===== src/rtl/dds_wave_reader.sv =====
`default_nettype none
// ============================================================================
// Module   : dds_wave_reader
// Brief    : DDS phase accumulator driving an 8-bit waveform ROM address.
//            Returned ROM data (or a derived square/triangle/midscale value)
//            is amplitude-scaled into a sample stream with a period marker.
//            Config updates are staged in a pending set and applied only at
//            phase-safe points (idle, wrap or sync).
// Revision : 1.0 - initial release
// ============================================================================
module dds_wave_reader #(
  parameter int PHASE_WIDTH = 32,
  parameter int ADDR_WIDTH  = 8,
  parameter int DATA_WIDTH  = 8
) (
  input  logic                   clk,
  input  logic                   rst_n,
  input  logic                   enable,
  input  logic                   sync,
  input  logic                   cfg_valid,
  output logic                   cfg_ready,
  input  logic [PHASE_WIDTH-1:0] cfg_freq,
  input  logic [ADDR_WIDTH-1:0]  cfg_phase,
  input  logic [1:0]             cfg_wave,
  input  logic [7:0]             cfg_amp,
  output logic [ADDR_WIDTH-1:0]  rom_addr,
  input  logic [DATA_WIDTH-1:0]  rom_q,
  output logic [DATA_WIDTH-1:0]  sample,
  output logic                   sample_valid,
  output logic                   wrap
);

  localparam logic [1:0] WAVE_TABLE  = 2'b00;
  localparam logic [1:0] WAVE_SQUARE = 2'b01;
  localparam logic [1:0] WAVE_TRI    = 2'b10;
  localparam int         PROD_WIDTH  = DATA_WIDTH + 9;

  // Active configuration and accumulator
  logic [PHASE_WIDTH-1:0] acc;
  logic [PHASE_WIDTH-1:0] freq;
  logic [ADDR_WIDTH-1:0]  phase;
  logic [1:0]             wave;
  logic [7:0]             amp;

  // Pending configuration slot
  logic                   pend;
  logic [PHASE_WIDTH-1:0] pend_freq;
  logic [ADDR_WIDTH-1:0]  pend_phase;
  logic [1:0]             pend_wave;
  logic [7:0]             pend_amp;

  // Pipeline flags and stage-1 copies
  logic                   p1;
  logic                   carry1;
  logic                   p2;
  logic                   carry2;
  logic [ADDR_WIDTH-1:0]  addr_d;
  logic [1:0]             wave_d;
  logic [7:0]             amp_d;

  logic [PHASE_WIDTH:0]   sum;
  logic                   step_carry;
  logic                   apply;
  logic                   accept;
  logic [DATA_WIDTH-1:0]  raw;
  logic [DATA_WIDTH-1:0]  tri_up;
  logic [8:0]             amp_p1;
  logic [PROD_WIDTH-1:0]  prod;

  assign sum        = {1'b0, acc} + {1'b0, freq};
  // Only a real enabled step (not a sync) counts as a period wrap.
  assign step_carry = enable & ~sync & sum[PHASE_WIDTH];
  // Pending values are swapped in when the phase is at a safe point.
  assign apply      = pend & (~enable | sync | sum[PHASE_WIDTH]);
  assign accept     = cfg_valid & ~pend;
  assign cfg_ready  = ~pend;

  assign rom_addr   = acc[PHASE_WIDTH-1 -: ADDR_WIDTH] + phase;

  // Accumulator stepping and config accept/apply bookkeeping
  always_ff @(posedge clk or negedge rst_n) begin
    if (!rst_n) begin
      acc        <= '0;
      freq       <= '0;
      phase      <= '0;
      wave       <= WAVE_TABLE;
      amp        <= 8'hFF;
      pend       <= 1'b0;
      pend_freq  <= '0;
      pend_phase <= '0;
      pend_wave  <= WAVE_TABLE;
      pend_amp   <= 8'hFF;
    end else begin
      if (sync) begin
        acc <= '0;
      end else if (enable) begin
        acc <= sum[PHASE_WIDTH-1:0];
      end
      // The carrying step above still used the old freq.
      if (apply) begin
        freq  <= pend_freq;
        phase <= pend_phase;
        wave  <= pend_wave;
        amp   <= pend_amp;
        pend  <= 1'b0;
      end else if (accept) begin
        pend_freq  <= cfg_freq;
        pend_phase <= cfg_phase;
        pend_wave  <= cfg_wave;
        pend_amp   <= cfg_amp;
        pend       <= 1'b1;
      end
    end
  end

  // Step/carry flags launched alongside the accumulator update
  always_ff @(posedge clk or negedge rst_n) begin
    if (!rst_n) begin
      p1     <= 1'b0;
      carry1 <= 1'b0;
    end else begin
      p1     <= enable;
      carry1 <= step_carry;
    end
  end

  // Stage 1: capture address and shaping controls while the ROM reads
  always_ff @(posedge clk or negedge rst_n) begin
    if (!rst_n) begin
      p2     <= 1'b0;
      carry2 <= 1'b0;
      addr_d <= '0;
      wave_d <= WAVE_TABLE;
      amp_d  <= 8'hFF;
    end else begin
      p2     <= p1;
      carry2 <= carry1;
      addr_d <= rom_addr;
      wave_d <= wave;
      amp_d  <= amp;
    end
  end

  assign tri_up = {addr_d[ADDR_WIDTH-2:0], 1'b0};

  // Select the raw value for the active waveform mode
  always_comb begin
    raw = {1'b1, {(DATA_WIDTH-1){1'b0}}};
    case (wave_d)
      WAVE_TABLE:  raw = rom_q;
      WAVE_SQUARE: raw = {DATA_WIDTH{~addr_d[ADDR_WIDTH-1]}};
      WAVE_TRI:    raw = addr_d[ADDR_WIDTH-1] ? ~tri_up : tri_up;
      default:     raw = {1'b1, {(DATA_WIDTH-1){1'b0}}};
    endcase
  end

  // amp+1 spans 1..256 so full amplitude is an exact pass-through.
  assign amp_p1 = {1'b0, amp_d} + 9'd1;
  assign prod   = PROD_WIDTH'(raw) * PROD_WIDTH'(amp_p1);

  // Stage 2: scaled sample register; sample holds between strobes
  always_ff @(posedge clk or negedge rst_n) begin
    if (!rst_n) begin
      sample       <= '0;
      sample_valid <= 1'b0;
      wrap         <= 1'b0;
    end else begin
      sample_valid <= p2;
      wrap         <= p2 & carry2;
      if (p2) begin
        sample <= prod[DATA_WIDTH+7:8];
      end
    end
  end

endmodule
`default_nettype wire


===== config.mk =====
export PLATFORM = sky130hd
export DESIGN_NAME = dds_wave_reader
export DESIGN_NICKNAME = d
export VERILOG_FILES = /design/src/rtl/dds_wave_reader.sv
export SDC_FILE = /design/constraint.sdc
export NUM_CORES = 1
export LEC_CHECK = 0
export CAP_MARGIN = 20
export CORE_MARGIN = 2
export CORE_UTILIZATION = 35
export CTS_CLUSTER_SIZE = 28
export DETAILED_ROUTE_END_ITERATION = 6
export HOLD_SLACK_MARGIN = 0.03
export PLACE_DENSITY = 0.52
export SLEW_MARGIN = 20
export SYNTH_ARGS = -nofsm -noshare
export SYNTH_HDL_FRONTEND = slang
export SYNTH_SLANG_ARGS = --single-unit
export TNS_END_PERCENT = 10

===== constraint.sdc =====
create_clock -name clk -period 5.5 [get_ports clk]
set_input_delay 0.55 -clock clk [delete_from_list [all_inputs] [get_ports clk]]
set_output_delay 0.55 -clock clk [all_outputs]
set_load 0.02 [all_outputs]

### After elaboration in Yosys (flattened, before gate mapping)

Index checks and enable logic that the tools add are counted.

* bits in read-only memories: 0
* memories kept: 0
* output and inout bits: 19
* bits of input ports: 63
* bits in registers: 165
* RAM bits: 0
* bits in latches: 0

* $lt $le $gt $ge: 0
* eq/ne operators: 2
* $add $sub $neg: 3
* div/mod/pow operators: 0
* multiply operators: 1
* reductions and logical operators: 4
* bitwise logic cells: 13
* multiplexer cells: 6
* shift-type cells: 0

Operators with widths (count)
* $mux 32: 2
* $add 32x32->33: 1
* $pmux 8 s3: 1
* $mul 8x9->16: 1
* $add 8x1->9 const B: 1
* $add 8x8->8: 1
* $mux 8: 1
* $not 8->8: 1
* $and 1x1->1: 5
* $not 1->1: 5
* $reduce_bool 2->1: 2
* $eq 2x1->1 const B: 1
* $eq 2x2->1 const B: 1
* $logic_not 2->1: 1
* $mux 1: 2
* $or 1x1->1: 2
* $reduce_and 2->1: 1

### Longest topological paths before layout

* depth in word-level cells: 6
* mapped depth: 23
* mapped depth without buffers: 22

### Worst setup path before layout

No wires, ideal clock.

* path kind: reg-to-reg
* start point: register wave_d[0]
* end point: register sample[5]
* library setup time: 125 ps
* arrival: 5017 ps
* required time: 5375 ps
* buffers on the path: 1
* period minus slack after synthesis: 5142 ps
* path slack: 358 ps
* cell stages (with the launch flop): 19
* cell sequence: dfrtp_1 -> buf_2 -> nor2b_1 -> a21oi_1 -> o22a_1 -> or2_2 -> fa_1 -> fa_1 -> inv_1 -> fa_1 -> fa_1 -> ha_1 -> o21ai_0 -> o2bb2a_1 -> a21boi_2 -> a21oi_4 -> a31oi_1 -> xnor2_1 -> mux2_2

* word-level cells in the longest chain between the ends: 3
* elaborated cells on any way between the ends: 5

RTL lines
* start, declared: RTL line 58 `logic [1:0] wave_d;`
* start signal, assigned: RTL line 139 `wave_d <= wave;`
* $eq 2x2->1, or another cell as far along: RTL line 149 `case (wave_d)`
* $pmux 8 s3 *: RTL line 149
* $mul 8x9->16 *: RTL line 159 `assign prod = PROD_WIDTH'(raw) * PROD_WIDTH'(amp_p1);`
* end signal, assigned: RTL line 171 `sample <= prod[DATA_WIDTH+7:8];`
* end, declared: RTL line 28 `output logic [DATA_WIDTH-1:0] sample,`

Every way passes the cells marked *; elsewhere a longest branch is shown, timed or not.
A chain may end at the register's enable or synchronous reset.

### Worst setup path in the final report

* start point: register amp_d[0]
* end point: register sample[6]

* word-level cells in the longest chain between the ends: 2

RTL lines
* start, declared: RTL line 59 `logic [7:0] amp_d;`
* start signal, assigned: RTL line 140 `amp_d <= amp;`
* $add 8x1->9: RTL line 158 `assign amp_p1 = {1'b0, amp_d} + 9'd1;`
* $mul 8x9->16: RTL line 159

No other way between the ends.

==> metrics.txt <==
outcome=finished clean; Crit path max-delay family=adder cells; Mean Syn Cell Area=~11 µm²; CP Class=reg2reg; distinct cell type count of the synthesized netlist=73; Crit path largest cell delay=0.55 ns; number of max-cap violations=0; initial drt markers=between 200 and 300; post-route clock period utilization=between 90% and 100%; Setup crit end kind=flop; Row Count=63; die area=about 0.032 mm²; Detailed Route WL=around 22,000 µm; GRT overflow=0; f_max=a little under 200 MHz; final hold violations=0; Layout area overhead=19.3%; post-CTS setup buffers=0; wire length of the first global-routing pass=between 30,000 and 40,000 µm; most frequent cells in the layout=dfrtp_1 (141), nor2_1 (115), clkdlybuf4s50_1 (79), inv_1 (76), ha_1 (72); total core area=between 0.02 and 0.03 mm²; Slew Viols, Final=0; setup violators final=0; main flop type after synthesis=dfrtp_1; PortBufs=a little over 80; worst-path maximum fanout=6; antenna-violating nets left=0; via count=roughly 7,000; commonest non-fill, non-tap cell in the layout=dfrtp_1; CTS tree=built; Worst Hold Slack=between 0.15 and 0.2 ns; cell count after synthesis=946; DRC Markers=0; net count after synthesis=~1,100; register area share after synthesis=between 30% and 40%; post-synth design cell area=about 0.011 mm²; R2R Path Start=amp_d[0]$_DFF_PN1_; Starting Density=between 30% and 40%; Worst slew margin=33.6%; #FFs+latches synth=roughly 170; Sum Neg Setup Slack=0 ns; NumNets Final=1,222; Die Y=178 µm; Clock Path Buffers=2; Root Driver=clkbuf_16; Worst-Margin Slew=roughly 1 ns; Hold/Removal Path Class=in2async; drt via density=roughly 5; Worst-path clk slew=0.07 ns; Skew-Pair Late Insertion Delay=0.43 ns; Critical Path, Cell by Cell=ha_1 > nand2_1 > nor2_1 > xnor2_2 > nor2_1 > fa_1 > fa_1 > fa_1 > inv_1 > fa_1 > inv_1 > ha_1 > o2bb2a_1 > a21boi_2 > a21oi_4 > a211oi_2 > xnor2_1 > mux2_2; unrepaired setup endpoints after global routing=no; CP startpoint kind=flop; CP bufs+invs=2; antenna violations before repair=0; Wirelength per Cell=between 15 and 20 µm; critical path launch point=amp_d[0]$_DFF_PN1_; critical path's slowest cell=dfstp_2; DIE WIDTH=178 µm; CTS Sinks=approximately 170; Final Critical Period=5.19 ns; critical path data required time=slightly below 6 ns; number of buffers created by CTS=17; HPWL after DPL=approximately 16,000 µm; CP dominant cell by count=fa_1; Clock Skews=~0.015 ns; Yosys Warn Count=0; H-tree depth=4; Initial DRT Pass Iterations=4; Post-synth EDFFs=0; largest net degree at the start of global routing=166; Total GRT Usage=approximately 15%; GPL Wtd Cong=between 0.7 and 0.8; critical path arrival=about 5.5 ns; share of layout cells above drive strength 1=between 20 and 25%; Ports=a little over 80; vias in the first global route=7,195; share of flip-flops with an asynchronous set or reset=100%
worst paths after layout:
check,to,slack [ns],depth (start not counted)
worst max-delay path,sample[6]$_DFFE_PN0P_,0.31,18
worst min-delay path,pend_freq[8]$_DFFE_PN0P_,0.16,2
worst max register to register,sample[6]$_DFFE_PN0P_,0.31,18
worst min register to register,p2$_DFF_PN0_,0.35,0
max in group asynchronous,acc[12]$_DFFE_PN0P_,4.53,2
min in group clk,p2$_DFF_PN0_,0.35,0
flip-flops by register name, summed over array words and instances (netlist names):
| signal | cells |
|---|---|
| acc | 32 |
| addr_d | 8 |
| amp | 8 |
| amp_d | 8 |
| carry1 | 1 |
| carry2 | 1 |
| freq | 32 |
| p1 | 1 |
| p2 | 1 |
| pend | 1 |
| pend_amp | 8 |
| pend_freq | 32 |
| pend_phase | 8 |
| pend_wave | 2 |
| phase | 8 |
| sample | 8 |
| sample_valid | 1 |
| wave | 2 |
| wave_d | 2 |
| wrap | 1 |
layer usage:
layer | track usage, % | part of all wire, % | vias up
li1 | - | - | 3476
met1 | 19.6 | 48 | 3460
met2 | 24.3 | 48 | 84
met3 | 2.70 | 2.3 | 15
met4 | 3.83 | 1.2 | 0
met5 | 0 | 0 | -
final cells by class:
class | count | area [µm²]
antenna | 1 | 2.50
clock buffer | 18 | 429
clock inverter | 13 | 183
fill | 2891 | 17100
inverter | 76 | 285
multi-input combinational | 677 | 6000
sequential | 165 | 4160
tap | 390 | 488
timing repair buffer | 108 | 1030
what timing repair did:
action | in CTS | in global routing
hold buffers | 0 | 0
resized for setup | 0 | 11
endpoints found under the hold margin | 0 | 0
setup endpoints to repair | 0 | 6
through the flow:
stage / worst slack, ns / std cells / instance area (µm²) / utilization (%)
finish: 0.313 / 1448 / 12600 / 42.5
global route: 0.00272 / 1447 / 12600 / 42.4
CTS: 0.0926 / 1447 / 12500 / 42.3
detailed placement: -0.201 / 1416 / 11900 / 40.2
global placement: -0.0557 / 1416 / 11900 / 40.2
floorplan: 0.358 / 946 / 10500 / -
logic make-up (layout without fill, tap and decap cells):
logic type / Yosys count / in the layout / synth area share [%]
buf+inv: 104 / 215 / 4.18
flops: 165 / 165 / 39.4
simple gates: 225 / 225 / 10.2
xor+xnor: 45 / 45 / 3.74
compound gates: 165 / 165 / 10.8
mux: 128 / 128 / 15.2
fa+ha+maj: 114 / 114 / 16.5
other cells: 0 / 1 / 0
cells in the mapped netlist, types with 3 or more instances:
cell | instances | area (µm²)
dfrtp_1 | 141 | 3530
nor2_1 | 116 | 435
inv_1 | 76 | 285
ha_1 | 72 | 901
mux2_2 | 56 | 631
mux2_4 | 50 | 751
a21oi_1 | 49 | 245
fa_1 | 42 | 841
xnor2_1 | 34 | 298
nand2_1 | 32 | 120
dfstp_2 | 24 | 631
o21ai_0 | 24 | 120
mux2i_1 | 22 | 220
a21o_1 | 19 | 143
nand3_1 | 15 | 75.1
or2_2 | 13 | 81.3
clkbuf_1 | 11 | 41.3
xor2_1 | 11 | 96.3
nor2b_1 | 10 | 62.6
a31oi_1 | 8 | 50.1
and3_1 | 7 | 43.8
o21a_1 | 7 | 52.6
buf_1 | 6 | 22.5
o21bai_1 | 6 | 45.0
a211oi_1 | 5 | 37.5
buf_6 | 5 | 56.3
nand2b_1 | 5 | 31.3
buf_2 | 4 | 20.0
nor3b_1 | 4 | 30.0
o211ai_1 | 4 | 30.0
or3_1 | 4 | 25.0
a21oi_2 | 3 | 26.3
nand3b_1 | 3 | 22.5
nor3_1 | 3 | 15.0
o2bb2ai_1 | 3 | 26.3
o32a_1 | 3 | 30.0
worst register-to-register path, stage by stage, from the launching register on:
cell,delay (ns)
dfstp_2,0.55
ha_1,0.24
nand2_1,0.08
nor2_1,0.21
xnor2_2,0.22
nor2_1,0.11
fa_1,0.51
fa_1,0.44
fa_1,0.54
inv_1,0.05
fa_1,0.52
inv_1,0.04
ha_1,0.33
o2bb2a_1,0.23
a21boi_2,0.24
a21oi_4,0.10
a211oi_2,0.28
xnor2_1,0.11
mux2_2,0.27
Power is not shown: default switching activity piles up to over one toggle a cycle in this logic, so the estimate is an artifact.
